### src/rtl/hub_pkg.sv
// Shared definitions for the hub nonce arbiter: FSM encodings and fixed widths.
package hub_pkg;

    localparam int NONCE_W    = 32;
    localparam int DROP_CNT_W = 16;

    typedef enum logic [1:0] {
        IDLE      = 2'd0,
        START     = 2'd1,
        WAIT_BUSY = 2'd2,
        WAIT_DONE = 2'd3
    } hub_state_t;

endpackage

### src/rtl/hub_nonce_arbiter_rr_arbiter.sv
// Combinational round-robin picker: first requester after ptr, wrapping modulo NUM_SLAVES.
module rr_arbiter
    import hub_pkg::*;
#(
    parameter int NUM_SLAVES = 4,
    parameter int IDX_W      = 2
) (
    input  logic [NUM_SLAVES-1:0] req,
    input  logic [IDX_W-1:0]      ptr,
    output logic [NUM_SLAVES-1:0] grant,
    output logic [IDX_W-1:0]      grant_idx
);

    logic [IDX_W-1:0] sel;
    logic             found;

    always_comb begin
        grant     = '0;
        grant_idx = '0;
        found     = 1'b0;
        sel       = '0;
        // The last-granted source is visited last, which gives the fairness rotation.
        for (int k = 1; k <= NUM_SLAVES; k++) begin
            sel = IDX_W'((int'(ptr) + k) % NUM_SLAVES);
            if (!found && req[sel]) begin
                found      = 1'b1;
                grant[sel] = 1'b1;
                grant_idx  = sel;
            end
        end
    end

endmodule

### src/rtl/hub_nonce_arbiter.sv
// Shares one upstream serial transmitter among NUM_SLAVES nonce sources with one-deep holding.
// Optional macro HUB_DROP_COUNT_EN adds a saturating drop_count output.
module hub_nonce_arbiter #(
    parameter int NUM_SLAVES = 4,
    parameter int NONCE_W    = 32
) (
    input  logic                          clk,
    input  logic                          reset,
    input  logic [NUM_SLAVES-1:0]         new_nonce,
    input  logic [NUM_SLAVES*NONCE_W-1:0] nonce_in,
    input  logic                          tx_busy,
    output logic                          tx_start,
    output logic [NONCE_W-1:0]            tx_data,
    output logic [NUM_SLAVES-1:0]         pending,
    output logic [NUM_SLAVES-1:0]         overflow
`ifdef HUB_DROP_COUNT_EN
    ,
    output logic [hub_pkg::DROP_CNT_W-1:0] drop_count
`endif
);
    import hub_pkg::*;

    localparam int IDX_W = (NUM_SLAVES > 1) ? $clog2(NUM_SLAVES) : 1;

    hub_state_t             state_q, state_d;
    logic [IDX_W-1:0]       ptr_q;
    logic [NUM_SLAVES-1:0]  pend_q, ovf_q;
    logic [NUM_SLAVES-1:0]  grant, take, capture, drop;
    logic [IDX_W-1:0]       grant_idx;
    logic                   grant_fire;
    logic [NONCE_W-1:0]     hold_q [NUM_SLAVES];

    rr_arbiter #(
        .NUM_SLAVES (NUM_SLAVES),
        .IDX_W      (IDX_W)
    ) u_rr (
        .req       (pend_q),
        .ptr       (ptr_q),
        .grant     (grant),
        .grant_idx (grant_idx)
    );

    always_comb begin
        state_d    = state_q;
        tx_start   = 1'b0;
        grant_fire = 1'b0;
        case (state_q)
            IDLE: begin
                if (|pend_q) begin
                    grant_fire = 1'b1;
                    state_d    = START;
                end
            end
            START: begin
                tx_start = 1'b1;
                state_d  = WAIT_BUSY;
            end
            WAIT_BUSY: if (tx_busy)  state_d = WAIT_DONE;
            WAIT_DONE: if (!tx_busy) state_d = IDLE;
            default:   state_d = IDLE;
        endcase
    end

    // A source being granted this cycle frees its slot, so a same-cycle strobe is captured, not dropped.
    assign take    = grant_fire ? grant : '0;
    assign capture = new_nonce & (~pend_q | take);
    assign drop    = new_nonce & pend_q & ~take;

    always_ff @(posedge clk or posedge reset) begin
        if (reset) begin
            state_q <= IDLE;
            ptr_q   <= IDX_W'(NUM_SLAVES - 1);
            pend_q  <= '0;
            ovf_q   <= '0;
            tx_data <= '0;
        end else begin
            state_q <= state_d;
            pend_q  <= (pend_q & ~take) | capture;
            ovf_q   <= ovf_q | drop;
            if (grant_fire) begin
                ptr_q   <= grant_idx;
                tx_data <= hold_q[grant_idx];
            end
        end
    end

    // Holding data needs no reset: occupancy lives in pend_q.
    always_ff @(posedge clk) begin
        for (int i = 0; i < NUM_SLAVES; i++) begin
            if (capture[i]) hold_q[i] <= nonce_in[i*NONCE_W +: NONCE_W];
        end
    end

    assign pending  = pend_q;
    assign overflow = ovf_q;

`ifdef HUB_DROP_COUNT_EN
    logic [DROP_CNT_W-1:0] drop_cnt_q;

    function automatic logic [DROP_CNT_W-1:0] sat_add(input logic [DROP_CNT_W-1:0] a,
                                                      input logic [DROP_CNT_W-1:0] b);
        logic [DROP_CNT_W:0] sum;
        sum = {1'b0, a} + {1'b0, b};
        return sum[DROP_CNT_W] ? '1 : sum[DROP_CNT_W-1:0];
    endfunction

    always_ff @(posedge clk or posedge reset) begin
        if (reset) drop_cnt_q <= '0;
        else       drop_cnt_q <= sat_add(drop_cnt_q, DROP_CNT_W'($countones(drop)));
    end

    assign drop_count = drop_cnt_q;
`endif

endmodule

### config.mk
export PLATFORM = sky130hd
export DESIGN_NAME = hub_nonce_arbiter
export DESIGN_NICKNAME = d
export VERILOG_FILES = /design/src/rtl/hub_pkg.sv /design/src/rtl/hub_nonce_arbiter_rr_arbiter.sv /design/src/rtl/hub_nonce_arbiter.sv
export SDC_FILE = /design/constraint.sdc
export NUM_CORES = 1
export LEC_CHECK = 0
export CAP_MARGIN = 25
export CORE_ASPECT_RATIO = 1.75
export CORE_UTILIZATION = 48
export DETAILED_ROUTE_END_ITERATION = 16
export GPL_TIMING_DRIVEN = 0
export PLACE_DENSITY = 0.79
export SYNTH_ARGS = -nofsm -noshare
export SYNTH_HDL_FRONTEND = slang
export SYNTH_HIERARCHICAL = 1
export SYNTH_SLANG_ARGS = --single-unit
### constraint.sdc
create_clock -name clk -period 5 [get_ports clk]
set_clock_uncertainty 0.15 [all_clocks]
set_input_delay 1 -clock clk [delete_from_list [all_inputs] [get_ports clk]]
set_output_delay 1 -clock clk [all_outputs]
set_load 0.01 [all_outputs]
==> impl_metrics.tcl, run 1 <==
set metrics [dict create \
    status "completed" \
    grt_usage_pct 23.0 \
    drc_errors 0 \
    arrival_ns 3.86 \
    numCtsBuffers 17 \
    finish.instance_area_um2 9600 \
    p_leak_nw 3.42 \
    max_freq_mhz 269 \
    drtIter0Drc 188 \
    fin_cells 729 \
    synth_seq_cells 172 \
    cts_tree "done" \
    vias 3996 \
    rsz0062_at_grt "no" \
    setup_viol 0 \
    crit_path_cell_trace "buf_4 > inv_1 > ha_1 > mux4_2 > o21ai_1 > a2bb2oi_1 > buf_6 > buf_6 > mux4_2 > mux2_2" \
    antenna_cells 0 \
    cp_top_family "multiplexers" \
    dpl_cell_area_um2 8990 \
    synth.distinct_cells 40 \
    insertion_delay_ns 0.42 \
    fp.coreArea_um2 13900 \
    crit_buf_inv 4 \
    synth_cells 340 \
    rows 57 \
    drtPass1Iterations 4 \
    pin_count 176 \
    final_antenna_net_count 0 \
    synthesis.nets 487 \
    fin_crit_sh_pct 74.2 \
    gp_congestion 0.897 \
    grt_pass1_vias 4562 \
    post_cts_buffers 0 \
    root_buffer "clkbuf_16" \
    drive_above_1_share_pct 25.0 \
    drt-total-wl_mm 15.8 \
    start_util_pct 49.4 \
    path_clk_slew_ns 0.07 \
    min_path_type "flip-flop to flip-flop" \
    hold_buffers 0 \
    slew_headroom_pct 59.3 \
    final_common_cell "clkdlybuf4s50_1" \
    wl_per_cell_um 21.7 \
    dp_cells 697 \
    htree_levels 4 \
    maxCapViolCount 0 \
    irDropWorstVdd_uv 321 \
    seq_area_frac_synth_pct 72.0 \
    power_density_nw_per_um2 617 \
    cts.sinks 172 \
    tightestPinTransition_ns 0.603 \
    mostFrequentLayoutCells "175 x clkdlybuf4s50_1, 128 x edfxtp_1, 42 x dfrtp_1" \
    avgSynthCellArea_um2 20.2 \
    yosysWarnings 6 \
    dpl.hpwl_mm 11.4 \
    holdWs_ns 0.320 \
    cp_slowest_cell "dfstp_2" \
    via_per_inst 5.48 \
    nets 686 \
    end_kind "flip-flop" \
    die_w_um 92.5 \
    path_class "flip-flop to flip-flop" \
    startpoint_type "flip-flop" \
    required_ns 5.15 \
    clk_path_buf_depth 2 \
    slowest_delay_ns 0.67 \
    synthToLayoutAreaGrowth_pct 39.7 \
    die_h_um 160 \
    antenna_found_initial 0 \
    final-max-slew-violation-count 0 \
    path_max_fanout 10 \
    grt_pass1_wl_mm 24.6 \
    fin_crit_ns 3.71 \
    cts_resized 0 \
    grt_max_degree 28 \
    final_core_util_pct 69.1 \
    grt-ovfl-total 0 \
    port_buffers 175 \
    hold_viol_final 0 \
    dieArea_um2 14800 \
    syn_area_um2 6870 \
]
## layer usage
layer / vias to the layer above / wire length, µm / GRT usage [%]
met5: - / 0 / 0
met4: 0 / 565 / 10.6
met3: 36 / 631 / 4.59
met2: 154 / 9240 / 42.5
met1: 2053 / 5370 / 24.8
li1: 1753 / - / -
## through the flow
stage	power, W	setup TNS (ns)	worst slack [ns]
3_3_place_gp	0.00450	-70.71	-0.611
2_1_floorplan	0.00373	0	0.974
5_1_grt	0.00622	0	1.09
3_5_place_dp	0.00464	0	1.34
4_1_cts	0.00599	0	1.29
6_report	0.00592	0	1.29
## registers in the layout, summed over array words and instances (netlist names)
| signal | flops |
|---|---|
| tx_data | 32 |
| hold_q | 128 |
| pending | 4 |
| ptr_q | 2 |
| overflow | 4 |
| state_q | 2 |
## Yosys cell counts
master     count  area share [%]
edfxtp_1     128              56
dfrtp_1       42              15
mux2_2        36             5.9
mux4_2        34              11
ha_1          12             2.2
nand2_1       10            0.55
buf_6          9             1.5
inv_1          6            0.33
o21ai_1        6            0.44
nor2b_1        5            0.46
a21boi_0       4            0.44
a21o_1         4            0.44
a221o_1        4            0.58
or2_2          4            0.36
buf_2          3            0.22
nor2_1         3            0.16
a21oi_1        2            0.15
a2bb2oi_1      2            0.25
and3b_1        2            0.25
buf_4          2            0.22
dfstp_2        2            0.76
o21ai_0        2            0.15
a211oi_4       1            0.29
a221oi_1       1            0.13
a221oi_2       1            0.22
a22oi_1        1            0.11
a22oi_2        1            0.18
and2b_1        1            0.11
and2b_4        1            0.15
clkbuf_1       1           0.055
clkinv_1       1           0.055
nand2b_1       1           0.091
nor2_2         1           0.091
nor3_1         1           0.073
nor3b_1        1            0.11
nor4_1         1           0.091
o211ai_1       1            0.11
o31a_1         1            0.13
o31ai_1        1            0.11
o41ai_2        1            0.24
## where the power goes
part           switching, W  total, W  leakage [nW]  internal [W]
logic               0.00110   0.00246          1.47       0.00136
registers          0.000179   0.00214          1.65       0.00196
clock network      0.000602   0.00133         0.294      0.000731
total               0.00188   0.00592          3.42       0.00405
## worst paths after layout
check | start | endpoint | slack, ns | depth (start not counted)
max | ptr_q[0]$_DFFE_PP1P_ | tx_data[7]$_DFFE_PP0P_ | 1.29 | 10
min in group asynchronous | reset | tx_data[0]$_DFFE_PP0P_ | 0.77 | 2
max in group asynchronous | reset | ptr_q[1]$_DFFE_PP1P_ | 3.34 | 3
min reg2reg | overflow[0]$_DFF_PP0_ | overflow[0]$_DFF_PP0_ | 0.32 | 1
min | overflow[0]$_DFF_PP0_ | overflow[0]$_DFF_PP0_ | 0.32 | 1
max reg2reg | ptr_q[0]$_DFFE_PP1P_ | tx_data[7]$_DFFE_PP0P_ | 1.29 | 10
## cell type report
class                      count  area [µm²]
timing repair buffer         180        1870
sequential                   172        4950
multi-input combinational    146        1790
inverter                       7        26.3
fill                         918        4300
clock buffer                  18         439
buffer                        15         135
clock inverter                14         174
tap                          177         221
## cell families (layout without fill, tap and decap cells)
group | after synthesis | after routing | share of synthesized area, %
adder cells (fa/ha/maj) | 12 | 12 | 2.18
AO/OA/AOI/OAI | 33 | 33 | 3.95
multiplexers | 70 | 70 | 17.0
flip-flops | 172 | 172 | 72.0
AND/OR/NAND/NOR | 31 | 31 | 2.49
buffers and inverters | 22 | 234 | 2.35
(Power assumes the default switching activity.)
==> run 2, diff against run 1 <==
- clock period: 5 -> 3.5 ns (I/O delays scaled with it)
==> impl_metrics.tcl, run 2 (synthesis gave the netlist of run 1 again) <==
set metrics [dict create \
    slowest_delay_ns 0.63 \
    cts_tree "done" \
    drc_errors 0 \
    path_max_fanout 20 \
    met1_length_mm 5.38 \
    holdWs_ns 0.319 \
    wl_met2_mm 9.02 \
    cp_top_family "compound AO/OA/AOI/OAI gates" \
    startpoint_type "flip-flop" \
    mostFrequentLayoutCells "175 x clkdlybuf4s50_1, 128 x edfxtp_1, 42 x dfrtp_1" \
    fin_crit_ns 3.35 \
    power_density_nw_per_um2 876 \
    rows 57 \
    final_antenna_net_count 0 \
    tightestPinTransition_ns 0.639 \
    dp_cells 697 \
    maxCapViolCount 0 \
    path_class "flip-flop to flip-flop" \
    min_path_type "flip-flop to flip-flop" \
    fin_cells 733 \
    status "completed" \
    grt_pass1_wl_mm 24.4 \
    crit_path_cell_trace "inv_1 > ha_4 > mux4_2 > nand2_1 > o21ai_1 > a221o_1 > a21boi_0 > nor2b_4 > buf_12" \
    rsz0062_at_grt "no" \
    setup_viol 0 \
    regMostFlops "hold_q" \
    final-max-slew-violation-count 0 \
    drt-total-wl_mm 15.7 \
    cts.sinks 172 \
    arrival_ns 3.37 \
    pre_cts_ws_ns -0.153 \
    drive_above_1_share_pct 24.9 \
    path_clk_slew_ns 0.07 \
    root_buffer "clkbuf_16" \
    irDropWorstVdd_uv 467 \
    required_ns 3.52 \
    final_common_cell "clkdlybuf4s50_1" \
    dpl.hpwl_mm 11.5 \
    drtPass1Iterations 4 \
    dieArea_um2 14800 \
    routed.top_layer "met4" \
    wl_per_cell_um 21.5 \
    grt_pass1_vias 4612 \
    nets 688 \
    routed-wl-met3_um 673 \
    grt_max_degree 37 \
    fin_crit_sh_pct 95.7 \
    cp_slowest_cell "dfstp_2" \
    start_util_pct 49.4 \
    layout_setup_ws_ns 0.149 \
    grt_usage_pct 22.8 \
    die_h_um 160 \
    slew_headroom_pct 56.9 \
    grt-ovfl-total 0 \
    hold_viol_final 0 \
    insertion_delay_ns 0.42 \
    max_freq_mhz 298 \
    p_leak_nw 3.42 \
    htree_levels 4 \
    antenna_found_initial 2 \
    pin_count 176 \
    final_core_util_pct 69.2 \
    finish.instance_area_um2 9620 \
    end_kind "flip-flop" \
    reg_top3 "hold_q x128, tx_data x32" \
    hold_buffers 0 \
    dpl_cell_area_um2 8980 \
    gp_congestion 0.800 \
    clk_path_buf_depth 2 \
    port_buffers 175 \
    fp.coreArea_um2 13900 \
    die_w_um 92.5 \
    vias 4049 \
    numCtsBuffers 17 \
    crit_buf_inv 2 \
    drtIter0Drc 183 \
    via_per_inst 5.52 \
    largest_register_ffs 128 \
    synthToLayoutAreaGrowth_pct 39.9 \
]
[run 2: power breakdown]
group | total (W) | internal (W) | switching, W
logic | 0.00359 | 0.00200 | 0.00159
registers | 0.00303 | 0.00280 | 0.000235
clock network | 0.00180 | 0.000950 | 0.000850
[run 2: worst paths after layout]
kind,cells after the start,slack [ns],to,startpoint
max,9,0.15,hold_q[1][16]$_DFFE_PP_,ptr_q[1]$_DFFE_PP1P_
min,1,0.32,overflow[2]$_DFF_PP0_,overflow[2]$_DFF_PP0_
max reg2reg,9,0.15,hold_q[1][16]$_DFFE_PP_,ptr_q[1]$_DFFE_PP1P_
min reg2reg,1,0.32,overflow[2]$_DFF_PP0_,overflow[2]$_DFF_PP0_
max in group asynchronous,3,2.27,ptr_q[1]$_DFFE_PP1P_,reset
min in group asynchronous,2,0.36,tx_data[28]$_DFFE_PP0P_,reset
[run 2: layout make-up]
cell class	count	area, µm²
Fill cell	932	4290
Timing Repair Buffer	181	1870
Multi-Input combinational cell	147	1830
Inverter	7	26.3
Buffer	15	146
Clock inverter	15	146
Tap cell	177	221
Clock buffer	17	425
Sequential cell	172	4950
Antenna cell	2	5.00
[run 2: repair_timing]
action | in CTS | in global routing
setup buffers | 1 | 0
gates resized for setup | 1 | 6
cloned | 1 | 0
setup endpoints to repair | 113 | 113
[run 2: routing by layer]
metal,global-route usage (%),vias to the layer above
met2,42.2,187
li1,-,1762
met1,24.1,2054
met4,12.1,0
met3,3.88,46
met5,0,-
[run 2: worst reg2reg max path, stage by stage (launching register included)]
cell      delay, ns
dfstp_2        0.63
inv_1          0.18
ha_4           0.36
mux4_2         0.37
nand2_1        0.10
o21ai_1        0.07
a221o_1        0.28
a21boi_0       0.47
nor2b_4        0.24
buf_12         0.24
[run 2: metrics by stage]
step / setup TNS (ns) / total power, W
6_report: 0 / 0.00842
5_1_grt: 0 / 0.00884
4_1_cts: 0 / 0.00847
3_5_place_dp: -13.33 / 0.00662
3_3_place_gp: -118.86 / 0.00641
2_1_floorplan: 0 / 0.00532
==> run 3, diff against run 2 <==
- ABC_AREA: unset -> 1
- PLACE_DENSITY: 0.79 -> 0.77
==> impl_metrics.tcl, run 3 <==
set metrics [dict create \
    path_class "flip-flop to flip-flop" \
    regMostFlops "hold_q" \
    tightestPinTransition_ns 0.533 \
    cts.sinks 172 \
    reg_top3 "hold_q x128, tx_data x32" \
    grt_usage_pct 24.0 \
    synthDominantCellAreaShare_pct 49.7 \
    yosysWarnings 6 \
    wl_per_cell_um 16.0 \
    path_max_fanout 23 \
    power_density_nw_per_um2 1060 \
    drtIter0Drc 294 \
    busiest_layer "met2" \
    htree_levels 4 \
    grtUsageMet1_pct 24.4 \
    p_leak_nw 4.90 \
    vias 5829 \
    use_met3_pct 4.07 \
    fp.coreArea_um2 15800 \
    mostFrequentLayoutCells "293 x nand2_1, 175 x clkdlybuf4s50_1, 150 x inv_1" \
    pin_count 176 \
    finish.instance_area_um2 10500 \
    synth_seq_cells 172 \
    yosys.area.top_type "edfxtp_1" \
    hold_viol_final 0 \
    final_antenna_net_count 0 \
    synthToLayoutAreaGrowth_pct 36.2 \
    dieArea_um2 16700 \
    arrival_ns 3.27 \
    final-max-slew-violation-count 0 \
    synth_cells 795 \
    grt_pass1_vias 6018 \
    end_kind "flip-flop" \
    rows 61 \
    fin_crit_sh_pct 94.2 \
    synth.distinct_cells 28 \
    numCtsBuffers 17 \
    drtPass1Iterations 11 \
    port_buffers 175 \
    die_w_um 98 \
    synth_edf_count 128 \
    root_buffer "clkbuf_16" \
    synthFlopType "edfxtp_1" \
    total_power_w 0.0112 \
    drt-total-wl_mm 19.2 \
    synth_commonest_cells "293 x nand2_1, 151 x inv_1, 128 x edfxtp_1" \
    seq_area_frac_synth_pct 63.9 \
    gp_congestion 0.880 \
    drc_errors 5 \
    synthesis.nets 942 \
    path_clk_slew_ns 0.07 \
    via_per_inst 4.85 \
    dpl_cell_area_um2 9890 \
    drive_above_1_share_pct 10.7 \
    pre_cts_ws_ns 0.0572 \
    final_common_cell "nand2_1" \
    slew_headroom_pct 64.4 \
    grt-ovfl-total 0 \
    layout_setup_ws_ns 0.202 \
    rsz0062_at_grt "no" \
    synthArstFlopShare_pct 25.6 \
    status "finished, violations left" \
    irDropWorstVdd_uv 566 \
    yosysMostFrequentCell "nand2_1" \
    syn_area_um2 7740 \
    cts_tree "done" \
    grt_pass1_wl_mm 29.6 \
    startpoint_type "flip-flop" \
    die_h_um 170 \
    insertion_delay_ns 0.42 \
    dpl.hpwl_mm 14.0 \
    grt_use_met2_pct 44.4 \
    fin_crit_ns 3.30 \
    holdWs_ns 0.310 \
    violations "DRC" \
    maxCapViolCount 0 \
    start_util_pct 49.0 \
    min_path_type "flip-flop to flip-flop" \
    largest_register_ffs 128 \
    clk_path_buf_depth 2 \
    required_ns 3.47 \
    nets 1143 \
    avgSynthCellArea_um2 9.74 \
    synth.top_cells.by_area "edfxtp_1 50%, nand2_1 14%, dfrtp_1 14%" \
    setup_viol 0 \
    max_freq_mhz 303 \
    antenna_found_initial 3 \
    grt_max_degree 31 \
]
[run 3: final timing paths]
check                                      startpoint                endpoint  slack (ns)  cells after the start
worst max-delay path             ptr_q[0]$_DFFE_PP1P_  hold_q[0][8]$_DFFE_PP_        0.20                     11
worst min-delay path            overflow[2]$_DFF_PP0_   overflow[2]$_DFF_PP0_        0.31                      2
max in group asynchronous                       reset    ptr_q[1]$_DFFE_PP1P_        2.21                      3
min in group asynchronous                       reset   overflow[1]$_DFF_PP0_        0.41                      2
worst max register to register   ptr_q[0]$_DFFE_PP1P_  hold_q[0][8]$_DFFE_PP_        0.20                     11
worst min register to register  overflow[2]$_DFF_PP0_   overflow[2]$_DFF_PP0_        0.31                      2
[run 3: power breakdown]
part,internal (W),total (W),switching (W)
clock,0.00111,0.00189,0.000780
sequential,0.00296,0.00326,0.000309
combinational,0.00225,0.00603,0.00378
total,0.00631,0.0112,0.00487
[run 3: area by class of cell]
| type | count | area, µm² |
|---|---|---|
| buffer | 28 | 178 |
| clock buffer | 21 | 503 |
| antenna | 3 | 7.51 |
| multi-input combinational | 439 | 2070 |
| tap | 189 | 236 |
| fill | 1196 | 5260 |
| sequential | 172 | 4950 |
| timing repair buffer | 182 | 1910 |
| clock inverter | 11 | 101 |
| inverter | 156 | 593 |
[run 3: cell families after synthesis]
kind of cell / after synthesis / synth area share (%)
flops: 172 / 63.9
compound gates: 17 / 1.29
buf+inv: 184 / 9.96
fa+ha+maj: 12 / 1.94
simple gates: 410 / 22.9
[run 3: per-layer routing]
metal,up-vias,wire length (µm)
met5,-,0
met4,0,1080
met3,65,850
met2,191,10500
met1,2701,6760
li1,2872,-
[run 3: metrics by stage]
| step | TNS (ns) | std cells | utilization [%] |
|---|---|---|---|
| after global placement | -97.38 | 1159 | 61.7 |
| after global routing | 0 | 1201 | 66.7 |
| after CTS | 0 | 1196 | 66.4 |
| after floorplan | 0 | 795 | - |
| final | 0 | 1201 | 66.7 |
| after detailed placement | 0 | 1164 | 62.6 |
[run 3: worst max-delay path: stages (launching register included)]
cell and delay (ns):
dfstp_2 0.67, inv_2 0.17, ha_1 0.38, inv_1 0.12, nand2_1 0.10, nand2_2 0.06
nor2_4 0.17, nand3_1 0.10, nand3_1 0.09, nand3_1 0.22, a21oi_4 0.47, buf_12 0.26
[run 3: repair_timing]
| item | 4_1_cts | 5_1_grt |
|---|---|---|
| hold buffers | 0 | 0 |
| setup endpoints to repair | 0 | 35 |
| buffers inserted | 0 | 2 |
| resized for setup | 0 | 0 |
